$ cat config.mk
export PLATFORM = sky130hd
export DESIGN_NAME = mem_wb_stage
export DESIGN_NICKNAME = d
export VERILOG_FILES = /design/src/rtl/mem_wb_stage.sv
export SDC_FILE = /design/constraint.sdc
export NUM_CORES = 1
export LEC_CHECK = 0
export BUFFER_PORTS_ARGS = -buffer_cell sky130_fd_sc_hd__buf_2
export CAP_MARGIN = 15
export CORE_ASPECT_RATIO = 1.5
export CORE_MARGIN = 3
export CORE_UTILIZATION = 49
export DETAILED_ROUTE_END_ITERATION = 8
export PLACE_DENSITY = 0.81
export SLEW_MARGIN = 5
export SYNTH_ARGS = -nofsm -noshare
export SYNTH_HDL_FRONTEND = slang
export SYNTH_SLANG_ARGS = --single-unit
$ cat constraint.sdc
create_clock -name Clock -period 2 [get_ports Clock]
set_input_delay 0.1 -clock Clock [delete_from_list [all_inputs] [get_ports Clock]]
set_output_delay 0.1 -clock Clock [all_outputs]
set_load 0.05 [all_outputs]
$ cat src/rtl/mem_wb_stage.sv
// -----------------------------------------------------------------------------
// mem_wb_stage
//
// Pipeline register between the memory stage and writeback. Captures the
// memory read data / ALU result for one instruction per accepted clock edge,
// extracts and extends sub-word loads (big-endian byte lanes), flags
// misaligned loads and suppresses their register write. A sticky error flag
// with the first faulting address and a committed-load counter are kept for
// debug.
//
// Ports:
//   Clock, Reset            rising-edge clock, synchronous active-high reset
//   Stall                   hold every stage register (ErrClear still acts)
//   Flush                   load a bubble instead of the incoming instruction
//   InValid                 incoming instruction is valid
//   RegWriteIn              incoming instruction writes a register
//   MemReadIn               incoming instruction is a load
//   LoadType[2:0]           000 LW, 001 LB, 010 LBU, 011 LH, 100 LHU, else LW
//   DestRegIn[4:0]          destination register
//   ALUResult[31:0]         ALU result; [15:0] is the memory address
//   MemData[31:0]           memory read data, same cycle as ALUResult
//   ErrClear                clear the sticky error record
//   OutValid, RegWrite      registered valid / register-file write enable
//   DestReg[4:0]            registered destination register
//   WriteData[31:0]         registered writeback data
//   AddrErr                 registered misalignment flag for this instruction
//   ErrSticky, ErrAddr      sticky misalignment flag and first faulting address
//   LoadCount[CNT_W-1:0]    committed (valid, aligned) loads, wrapping
//
// Handshake: there is no backpressure output. An instruction presented while
// Stall=0 and Flush=0 is taken at that rising edge and appears on the outputs
// right after it, qualified by OutValid; while Stall=1 the outputs hold, and
// Flush turns the slot into a bubble (OutValid=0).
// -----------------------------------------------------------------------------
module mem_wb_stage #(
  parameter int CNT_W = 16
) (
  input  logic             Clock,
  input  logic             Reset,
  input  logic             Stall,
  input  logic             Flush,
  input  logic             InValid,
  input  logic             RegWriteIn,
  input  logic             MemReadIn,
  input  logic [2:0]       LoadType,
  input  logic [4:0]       DestRegIn,
  input  logic [31:0]      ALUResult,
  input  logic [31:0]      MemData,
  input  logic             ErrClear,
  output logic             OutValid,
  output logic             RegWrite,
  output logic [4:0]       DestReg,
  output logic [31:0]      WriteData,
  output logic             AddrErr,
  output logic             ErrSticky,
  output logic [15:0]      ErrAddr,
  output logic [CNT_W-1:0] LoadCount
);

  localparam logic [2:0] LT_LB  = 3'b001;
  localparam logic [2:0] LT_LBU = 3'b010;
  localparam logic [2:0] LT_LH  = 3'b011;
  localparam logic [2:0] LT_LHU = 3'b100;

  logic [1:0]  addr_lo;
  logic        is_byte;
  logic        is_half;
  logic        is_word;
  logic        sign_ext;
  logic [7:0]  byte_sel;
  logic [15:0] half_sel;
  logic [31:0] load_data;
  logic [31:0] sel_data;
  logic        misaligned;
  logic        accept;
  logic        err_set;
  logic        count_inc;

  assign addr_lo = ALUResult[1:0];

  // Unused encodings 101-111 fall into the word class.
  always_comb begin
    is_byte  = 1'b0;
    is_half  = 1'b0;
    sign_ext = 1'b0;
    case (LoadType)
      LT_LB:   begin is_byte = 1'b1; sign_ext = 1'b1; end
      LT_LBU:  begin is_byte = 1'b1; end
      LT_LH:   begin is_half = 1'b1; sign_ext = 1'b1; end
      LT_LHU:  begin is_half = 1'b1; end
      default: begin end
    endcase
  end

  assign is_word = ~is_byte & ~is_half;

  // Big-endian lanes: address offset 0 is the most significant byte.
  always_comb begin
    byte_sel = MemData[31:24];
    case (addr_lo)
      2'd0: byte_sel = MemData[31:24];
      2'd1: byte_sel = MemData[23:16];
      2'd2: byte_sel = MemData[15:8];
      2'd3: byte_sel = MemData[7:0];
      default: byte_sel = MemData[31:24];
    endcase
  end

  assign half_sel = addr_lo[1] ? MemData[15:0] : MemData[31:16];

  always_comb begin
    load_data = MemData;
    if (is_byte) begin
      load_data = {{24{sign_ext & byte_sel[7]}}, byte_sel};
    end else if (is_half) begin
      load_data = {{16{sign_ext & half_sel[15]}}, half_sel};
    end
  end

  assign sel_data = MemReadIn ? load_data : ALUResult;

  // Byte loads can never be misaligned.
  assign misaligned = InValid & MemReadIn &
                      ((is_word & (addr_lo != 2'd0)) | (is_half & addr_lo[0]));

  assign accept    = ~Flush & ~Stall;
  assign err_set   = accept & misaligned;
  assign count_inc = accept & InValid & MemReadIn & ~misaligned;

  always_ff @(posedge Clock) begin
    if (Reset) begin
      OutValid  <= 1'b0;
      RegWrite  <= 1'b0;
      DestReg   <= '0;
      WriteData <= '0;
      AddrErr   <= 1'b0;
      ErrSticky <= 1'b0;
      ErrAddr   <= '0;
      LoadCount <= '0;
    end else if (Flush) begin
      // Bubble: pipeline outputs cleared, debug state untouched.
      OutValid  <= 1'b0;
      RegWrite  <= 1'b0;
      DestReg   <= '0;
      WriteData <= '0;
      AddrErr   <= 1'b0;
    end else begin
      if (!Stall) begin
        OutValid  <= InValid;
        RegWrite  <= InValid & RegWriteIn & ~misaligned;
        DestReg   <= DestRegIn;
        WriteData <= sel_data;
        AddrErr   <= misaligned;
        if (count_inc) begin
          LoadCount <= LoadCount + CNT_W'(1);
        end
      end
      // A new error wins over a clear; the address is reloaded only when the
      // record is empty or being cleared, so the first error is retained.
      if (err_set) begin
        ErrSticky <= 1'b1;
        if (!ErrSticky || ErrClear) begin
          ErrAddr <= ALUResult[15:0];
        end
      end else if (ErrClear) begin
        ErrSticky <= 1'b0;
      end
    end
  end

endmodule

==> summary.json, run 1 <==
{
  "status": "finished clean",
  "maxCapViolations": 0,
  "ios": 153,
  "clock_insertion_delay_worst_skew_ns": 0.33,
  "first_global_vias": 3827,
  "postLayoutCoreUtil_pct": 67.1,
  "syn-instance-count": 431,
  "timing.critical_path.fanout_max": 6,
  "coreArea_mm2": 0.00766,
  "worst_clock_skew_ns": 0.00531,
  "die_height_um": 115,
  "die_w_um": 78.9,
  "synth-async-reset-ratio_pct": 0,
  "num_vias": 4073,
  "layout_min_cycle_time_ns": 1.79,
  "sort_of_element_at_the_end_of_the_critical_path": "register",
  "synth_top_cell_by_area": "dfxtp_1",
  "dominant_combinational_cell_family_by_area_after_synthesis": "compound AO/OA/AOI/OAI gates",
  "clock-sinks": 73,
  "worst_hold_path_endpoint": "WriteData[28]",
  "gr-total-overflow": 0,
  "wirelength_mm": 12.2,
  "mappedNetlistNets": 512,
  "finish.net_count": 660,
  "static_leakage_uw": 0.00220,
  "synth_fa_ha_area_share_pct": 0.321,
  "synth_warnings": 0,
  "finalHoldViolCount": 0,
  "final.setup.tns_ns": 0,
  "cts_repair_resize_count": 0,
  "synth_top_cell_area_share_pct": 37.4,
  "track_usage_pct": 27.2,
  "antenna_diodes": 0,
  "routed-wl-met2_mm": 6.16,
  "pwr_density_cell_mw_per_mm2": 783,
  "post_synth_top_cells": "73 x dfxtp_1, 43 x o21ai_0, 32 x nand2b_1, 31 x nor2_1, 30 x a21oi_1",
  "synth-seq-area-share_pct": 37.4,
  "synth_compound_gate_area_share_pct": 24.1,
  "startpoint_type": "register",
  "cts_inserted_buffers": 9,
  "regToRegSetupSlack_ns": 0.21,
  "cts-htree-levels": 3,
  "post-synth-top-count-cell": "dfxtp_1",
  "synth-simple-area-share_pct": 20.4,
  "min_period_over_period_pct": 89.5,
  "netlist_area_mm2": 0.00390,
  "largest_net_degree_at_the_start_of_global_routing": 56,
  "cts-root-to-sink-buffers": 2,
  "clock.fmax_ghz": 0.558,
  "criticalPathCategory": "reg2reg",
  "required_time_reported_for_the_critical_path_endpoint_ns": 2.22,
  "antenna_violations_before_repair": 0,
  "vdd_drop_max_uv": 483,
  "synth-xor-area-share_pct": 0.224,
  "io_buffers": 152,
  "cp.arrival_ns": 2.01,
  "m1WireLength_mm": 4.54,
  "avgRoutedWirePerCell_um": 17.8,
  "ys_seq_elements": 73,
  "area_delta_synth_final_pct": 31.8,
  "setup_viol_count_final": 0,
  "globalplace.congestion": 0.876,
  "synth.lib_cells_used.distinct": 54,
  "route.detailed.drc": 0,
  "worst_r2r_endpoint": "LoadCount[14]",
  "clk_pin_slew_worst_paths_ns": 0.06,
  "hold_path.startpoint": "ALUResult[28]",
  "postSynthAreaPerCell_um2": 9.05,
  "share_of_post_route_cells_with_drive_strength_above_1_pct": 36.3,
  "initialDrtViolationCount": 264,
  "rsz0062_at_grt": "false",
  "cts_tree": "done",
  "grt_pass1_wl_mm": 19.4,
  "whs_path_depth": 3,
  "dr_wl_met3_mm": 1.02,
  "ys_top_cells_by_area": "dfxtp_1 37%, mux2i_1 6.2%, o21ai_0 5.5%, nand2b_1 5.1%, mux4_2 4.6%",
  "routed_via_density": 5.94,
  "maxSlewViolCount": 0,
  "drtAntennaViolNets": 0,
  "ff2ff_path_depth": 5,
  "maxUsedRoutingLayer": "met4",
  "num-fill-cells": 682,
  "die_area_mm2": 0.00909,
  "hp-class": "in2reg",
  "synth_edf_count": 0,
  "worst_setup_path_startpoint": "LoadCount[0]",
  "dp_hpwl_mm": 9.15,
  "synthMuxAreaShare_pct": 12.8,
  "rr_startpoint": "LoadCount[0]",
  "dr.pass1.iters": 4,
  "worst_pin_slew_ns": 1.14,
  "start_util_pct": 50.9,
  "max_slew_margin_pct": 24.0,
  "root_buffer": "clkbuf_16",
  "ys_dominant_reg_cell": "dfxtp_1",
  "floorplan.rows": 39
}
-- state kept, by name (all words and copies together) (netlist names) --
name and cells:
AddrErr 1, DestReg 5, ErrAddr 16, ErrSticky 1
LoadCount 16, OutValid 1, RegWrite 1, WriteData 32
-- layer usage --
metal	vias up	GRT usage, %
li1	1922	-
met1	1888	32.2
met2	231	46.7
met3	32	5.17
met4	0	13.8
met5	-	0
-- timing repair --
| action | CTS | global route |
|---|---|---|
| hold buffers | 5 | 0 |
| endpoints found under the hold margin | 5 | 0 |
| buffers inserted | 0 | 0 |
-- area by class of cell --
type | count | area (µm²) | area share (%)
clock inverters | 6 | 105 | 2.04
well taps | 102 | 128 | 2.48
multi-input cells | 319 | 2250 | 43.8
clock buffers | 10 | 239 | 4.65
inverters | 3 | 11.3 | 0.219
repair buffers | 173 | 943 | 18.3
flip-flops and latches | 73 | 1460 | 28.4
-- where the power goes --
group / internal (µW) / total (µW) / switching, µW
sequential: 1490 / 1520 / 22.5
clock: 1250 / 1860 / 611
combinational: 230 / 655 / 424
-- worst max path at each step --
stage,end,slack (ns),cells after the start
2_1_floorplan,LoadCount[14],0.12,5
6_report,LoadCount[14],0.21,5
5_1_grt,LoadCount[14],0.1,5
3_3_place_gp,WriteData[13],0.07,5
4_1_cts,LoadCount[14],0.24,5
3_5_place_dp,WriteData[11],0.08,5
-- cell usage in the layout, fill, tap and decap left out, types with 9 or more instances in the layout --
cell type | Yosys | final
buf_2 | 3 | 152
dfxtp_1 | 73 | 73
o21ai_0 | 43 | 43
nand2b_1 | 32 | 32
nor2_1 | 31 | 31
a21oi_1 | 30 | 30
mux2i_1 | 24 | 24
nand3_1 | 17 | 17
a22oi_1 | 16 | 16
a221oi_1 | 15 | 15
buf_4 | 1 | 15
o31ai_1 | 11 | 11
nor3_1 | 10 | 10
nor2b_1 | 9 | 9
clkbuf_16 | 0 | 9
-- stage by stage --
stage | hold WS, ns | cells | total power, µW | area (µm²) | setup slack [ns]
CTS | 0.000116 | 686 | 4050 | 5140 | 0.238
floorplan | 0.244 | 431 | 1970 | 3900 | 0.119
detailed placement | 0.339 | 665 | 2190 | 4750 | 0.0778
global route | 0.00788 | 686 | 4160 | 5140 | 0.0967
finish | 0.00523 | 686 | 4030 | 5140 | 0.209
global placement | 0.330 | 665 | 2170 | 4750 | 0.0670
-- critical path, cell delays in order, from the launching register on --
cell	delay [ns]
dfxtp_1	0.43
ha_1	0.24
and3_1	0.22
nand3_1	0.16
nor3_1	0.27
mux2_2	0.36
-- logic make-up after synthesis --
| family | Yosys count |
|---|---|
| AOI/OAI and AO/OA | 138 |
| xor gates and xnor gates | 1 |
| adders and majority gates | 1 |
| buffers and inverters | 39 |
| DFF | 73 |
| muxes | 39 |
| and+or+nand+nor | 140 |
Note: power is estimated with default switching activity, not from simulation.
==> inputs of run 2 (changes only) <==
--- a/config.mk
+++ b/config.mk
@@ -5,13 +5,14 @@
 export SDC_FILE = /design/constraint.sdc
 export NUM_CORES = 1
 export LEC_CHECK = 0
+export ABC_AREA = 1
 export BUFFER_PORTS_ARGS = -buffer_cell sky130_fd_sc_hd__buf_2
 export CAP_MARGIN = 15
 export CORE_ASPECT_RATIO = 1.5
 export CORE_MARGIN = 3
-export CORE_UTILIZATION = 49
+export CORE_UTILIZATION = 51
 export DETAILED_ROUTE_END_ITERATION = 8
-export PLACE_DENSITY = 0.81
+export PLACE_DENSITY = 0.82
 export SLEW_MARGIN = 5
 export SYNTH_ARGS = -nofsm -noshare
 export SYNTH_HDL_FRONTEND = slang
==> run 2 against run 1 <==
Compared with the run above: cell count rose by 42%; non-clock buffer count down 13; area after synthesis up 16%; synthesized cell count up 71%; routed wire length rose by 16%; fmax is 14% higher; utilization shrank 1.2 points; highest routed layer unchanged.
==> summary.json, run 2 <==
{
  "status": "finished clean",
  "finish.net_count": 947,
  "worst_pin_slew_ns": 0.494,
  "max_slew_margin_pct": 66.9,
  "netlist_area_mm2": 0.00453,
  "start_util_pct": 53.1,
  "power_report.internal_total_uw": 2960,
  "synth_top_cell_by_area": "dfxtp_1",
  "mappedNetlistNets": 816,
  "routed_via_density": 5.33,
  "rr_startpoint": "LoadCount[1]",
  "layout_min_cycle_time_ns": 1.58,
  "cts-root-to-sink-buffers": 2,
  "layout.cells.most_common": "nand2_1",
  "cts_repair_resize_count": 0,
  "cp.arrival_ns": 1.79,
  "num_vias": 5207,
  "cts_inserted_buffers": 9,
  "min_period_over_period_pct": 78.8,
  "globalRouteMet2Util_pct": 51.2,
  "synth.lib_cells_used.distinct": 31,
  "sort_of_element_at_the_end_of_the_critical_path": "register",
  "synth-async-reset-ratio_pct": 0,
  "io_buffers": 152,
  "power.clock.fraction_pct": 44.1,
  "worst_setup_path_startpoint": "LoadCount[1]",
  "combinationalPowerShare_pct": 19.4,
  "largest_registers": "WriteData: 32 flops, ErrAddr: 16 flops, LoadCount: 16 flops",
  "rsz0062_at_grt": "false",
  "grt-busiest-layer": "met2",
  "area_of_all_placed_cells_without_fillers_mm2": 0.00561,
  "ff2ff_path_depth": 8,
  "cpLargestDelayFamily": "simple AND/OR/NAND/NOR gates",
  "synth-seq-area-share_pct": 32.3,
  "ios": 153,
  "required_time_reported_for_the_critical_path_endpoint_ns": 2.21,
  "regToRegSetupSlack_ns": 0.42,
  "synth_top_cell_area_share_pct": 32.3,
  "drtAntennaViolNets": 0,
  "hp-class": "in2reg",
  "startpoint_type": "register",
  "cts_tree": "done",
  "dr.pass1.iters": 7,
  "total_switching_power_uw": 1210,
  "instances_no_fill": 977,
  "switching_share_pct": 29.0,
  "share_of_post_route_cells_with_drive_strength_above_1_pct": 26.3,
  "wirelength_mm": 14.2,
  "detailed_place.area_mm2": 0.00528,
  "maxSlewViolCount": 0,
  "cts_hold_buffers": 0,
  "endpoint": "LoadCount[14]",
  "final.setup.tns_ns": 0,
  "path_depth": 8,
  "clock.fmax_ghz": 0.635,
  "synth_warnings": 0,
  "die_w_um": 82.9,
  "worst_r2r_endpoint": "LoadCount[14]",
  "gr-total-overflow": 0,
  "initialDrtViolationCount": 251,
  "coreArea_mm2": 0.00852,
  "post-place-cells": 962,
  "most-common-layout-cells": "291 x nand2_1, 152 x buf_2, 73 x dfxtp_1, 67 x a21oi_1, 51 x nor2_1",
  "crit_chain": "ha_1 -> inv_1 -> nor3_1 -> nand3_1 -> nand2_1 -> nand2_1 -> nand2_1 -> a21oi_1",
  "critical_path.max_stage_delay_ns": 0.40,
  "root_buffer": "clkbuf_16",
  "area_delta_synth_final_pct": 24.0,
  "power_frac_seq_pct": 36.5,
  "global_route.usage.met3_pct": 4.69,
  "worst_hold_slack_ns": 0.0107,
  "met1_usage_pct": 30.7,
  "postSynthAreaPerCell_um2": 6.16,
  "route.detailed.drc": 0,
  "largest_net_degree_at_the_start_of_global_routing": 67,
  "largest_register_ffs": 32,
  "antenna_diodes": 0,
  "postLayoutCoreUtil_pct": 65.9,
  "cts_setup_buffers": 0,
  "static_leakage_uw": 0.00302,
  "first_global_vias": 4985,
  "dp_hpwl_mm": 10.7,
  "grt_pass1_wl_mm": 22.9,
  "floorplan.rows": 41,
  "globalplace.congestion": 0.949,
  "ys_dominant_reg_cell": "dfxtp_1",
  "cpMaxStageDelayCell": "dfxtp_1",
  "clock_insertion_delay_worst_skew_ns": 0.33,
  "maxCapViolations": 0,
  "ys_seq_elements": 73,
  "setup_viol_count_final": 0,
  "criticalPathCategory": "reg2reg",
  "die_height_um": 121,
  "vdd_drop_max_uv": 501,
  "avgRoutedWirePerCell_um": 14.5,
  "ys_top_cells_by_area": "dfxtp_1 32%, nand2_1 24%, a21oi_1 7.4%, o21ai_0 5.4%, nand3_1 4.3%",
  "track_usage_pct": 27.8,
  "syn-instance-count": 735,
  "synth_edf_count": 0,
  "timing.critical_path.fanout_max": 5,
  "post_synth_top_cells": "291 x nand2_1, 73 x dfxtp_1, 67 x a21oi_1, 52 x nor2_1, 49 x o21ai_0",
  "critPathBufInv": 1,
  "max_flop_register": "WriteData",
  "antenna_violations_before_repair": 0,
  "critical_path.most_common_cell": "nand2_1",
  "finalHoldViolCount": 0,
  "post-synth-top-count-cell": "nand2_1",
  "worst_clock_skew_ns": 0.00397,
  "clock-sinks": 73,
  "pwr_density_cell_mw_per_mm2": 743,
  "clk_pin_slew_worst_paths_ns": 0.06,
  "die_area_mm2": 0.0101,
  "cts-htree-levels": 3
}
==> run 2: cell count changes after synthesis, sizes merged, moves of 9 or more <==
cell,previous run,this run
a221oi,15,0
nand2,9,300
mux2i,24,0
a21oi,30,67
a22oi,16,0
nor2b,9,0
nand2b,32,0
o31ai,11,0
or2,2,25
nor2,31,55
nand3,17,47
inv,2,48
==> run 2: power by group through the flow <==
stage          registers (µW)  clock network (µW)  logic [µW]
2_1_floorplan            1700                   0         410
3_3_place_gp             1550                   0         799
3_5_place_dp             1550                   0         804
4_1_cts                  1520                1850         809
5_1_grt                  1520                1920         893
6_report                 1520                1840         810
==> run 2: logic make-up (layout without fill, tap and decap cells) <==
kind of cell             after synthesis  in the layout  share of synthesized area (%)
flip-flops                            73             73                           32.3
XOR/XNOR                              10             10                           1.94
AO/OA/AOI/OAI                        117            117                           13.0
buffers and inverters                 89            224                           9.07
adder cells (fa/ha/maj)                1              1                          0.276
AND/OR/NAND/NOR                      445            445                           43.4
==> run 2: layer usage <==
layer	part of all wire [%]	wire length, µm
met1	39	5500
met2	52	7350
met3	6.3	897
met4	3.0	418
met5	0	0
==> run 2: area by class of cell <==
type                    instances  area [µm²]
repair buffers                160         833
well taps                     107         134
clock inverters                 5         104
clock buffers                  10         229
fillers                       807        2900
inverters                      49         194
flip-flops and latches         73        1460
multi-input cells             573        2660
==> run 2: worst reg2reg max path, cell delays in order (launching register included) <==
cell	delay [ns]
dfxtp_1	0.40
ha_1	0.25
inv_1	0.07
nor3_1	0.37
nand3_1	0.12
nand2_1	0.08
nand2_1	0.05
nand2_1	0.06
a21oi_1	0.05
==> run 2: worst min path at each step <==
stage	start	slack [ns]	depth (start not counted)	endpoint
finish	DestRegIn[0]	0.01	3	DestReg[0]
global route	DestRegIn[0]	0.02	3	DestReg[0]
CTS	DestRegIn[0]	0.009	3	DestReg[0]
detailed placement	ALUResult[13]	0.35	3	ErrAddr[13]
global placement	ALUResult[4]	0.34	3	ErrAddr[4]
floorplan	ALUResult[0]	0.23	2	ErrAddr[0]
==> run 2: per-stage QoR <==
step	power, µW	worst slack (ns)
3_3_place_gp	2350	0.461
3_5_place_dp	2350	0.420
4_1_cts	4180	0.457
5_1_grt	4330	0.310
6_report	4170	0.425
2_1_floorplan	2110	0.232
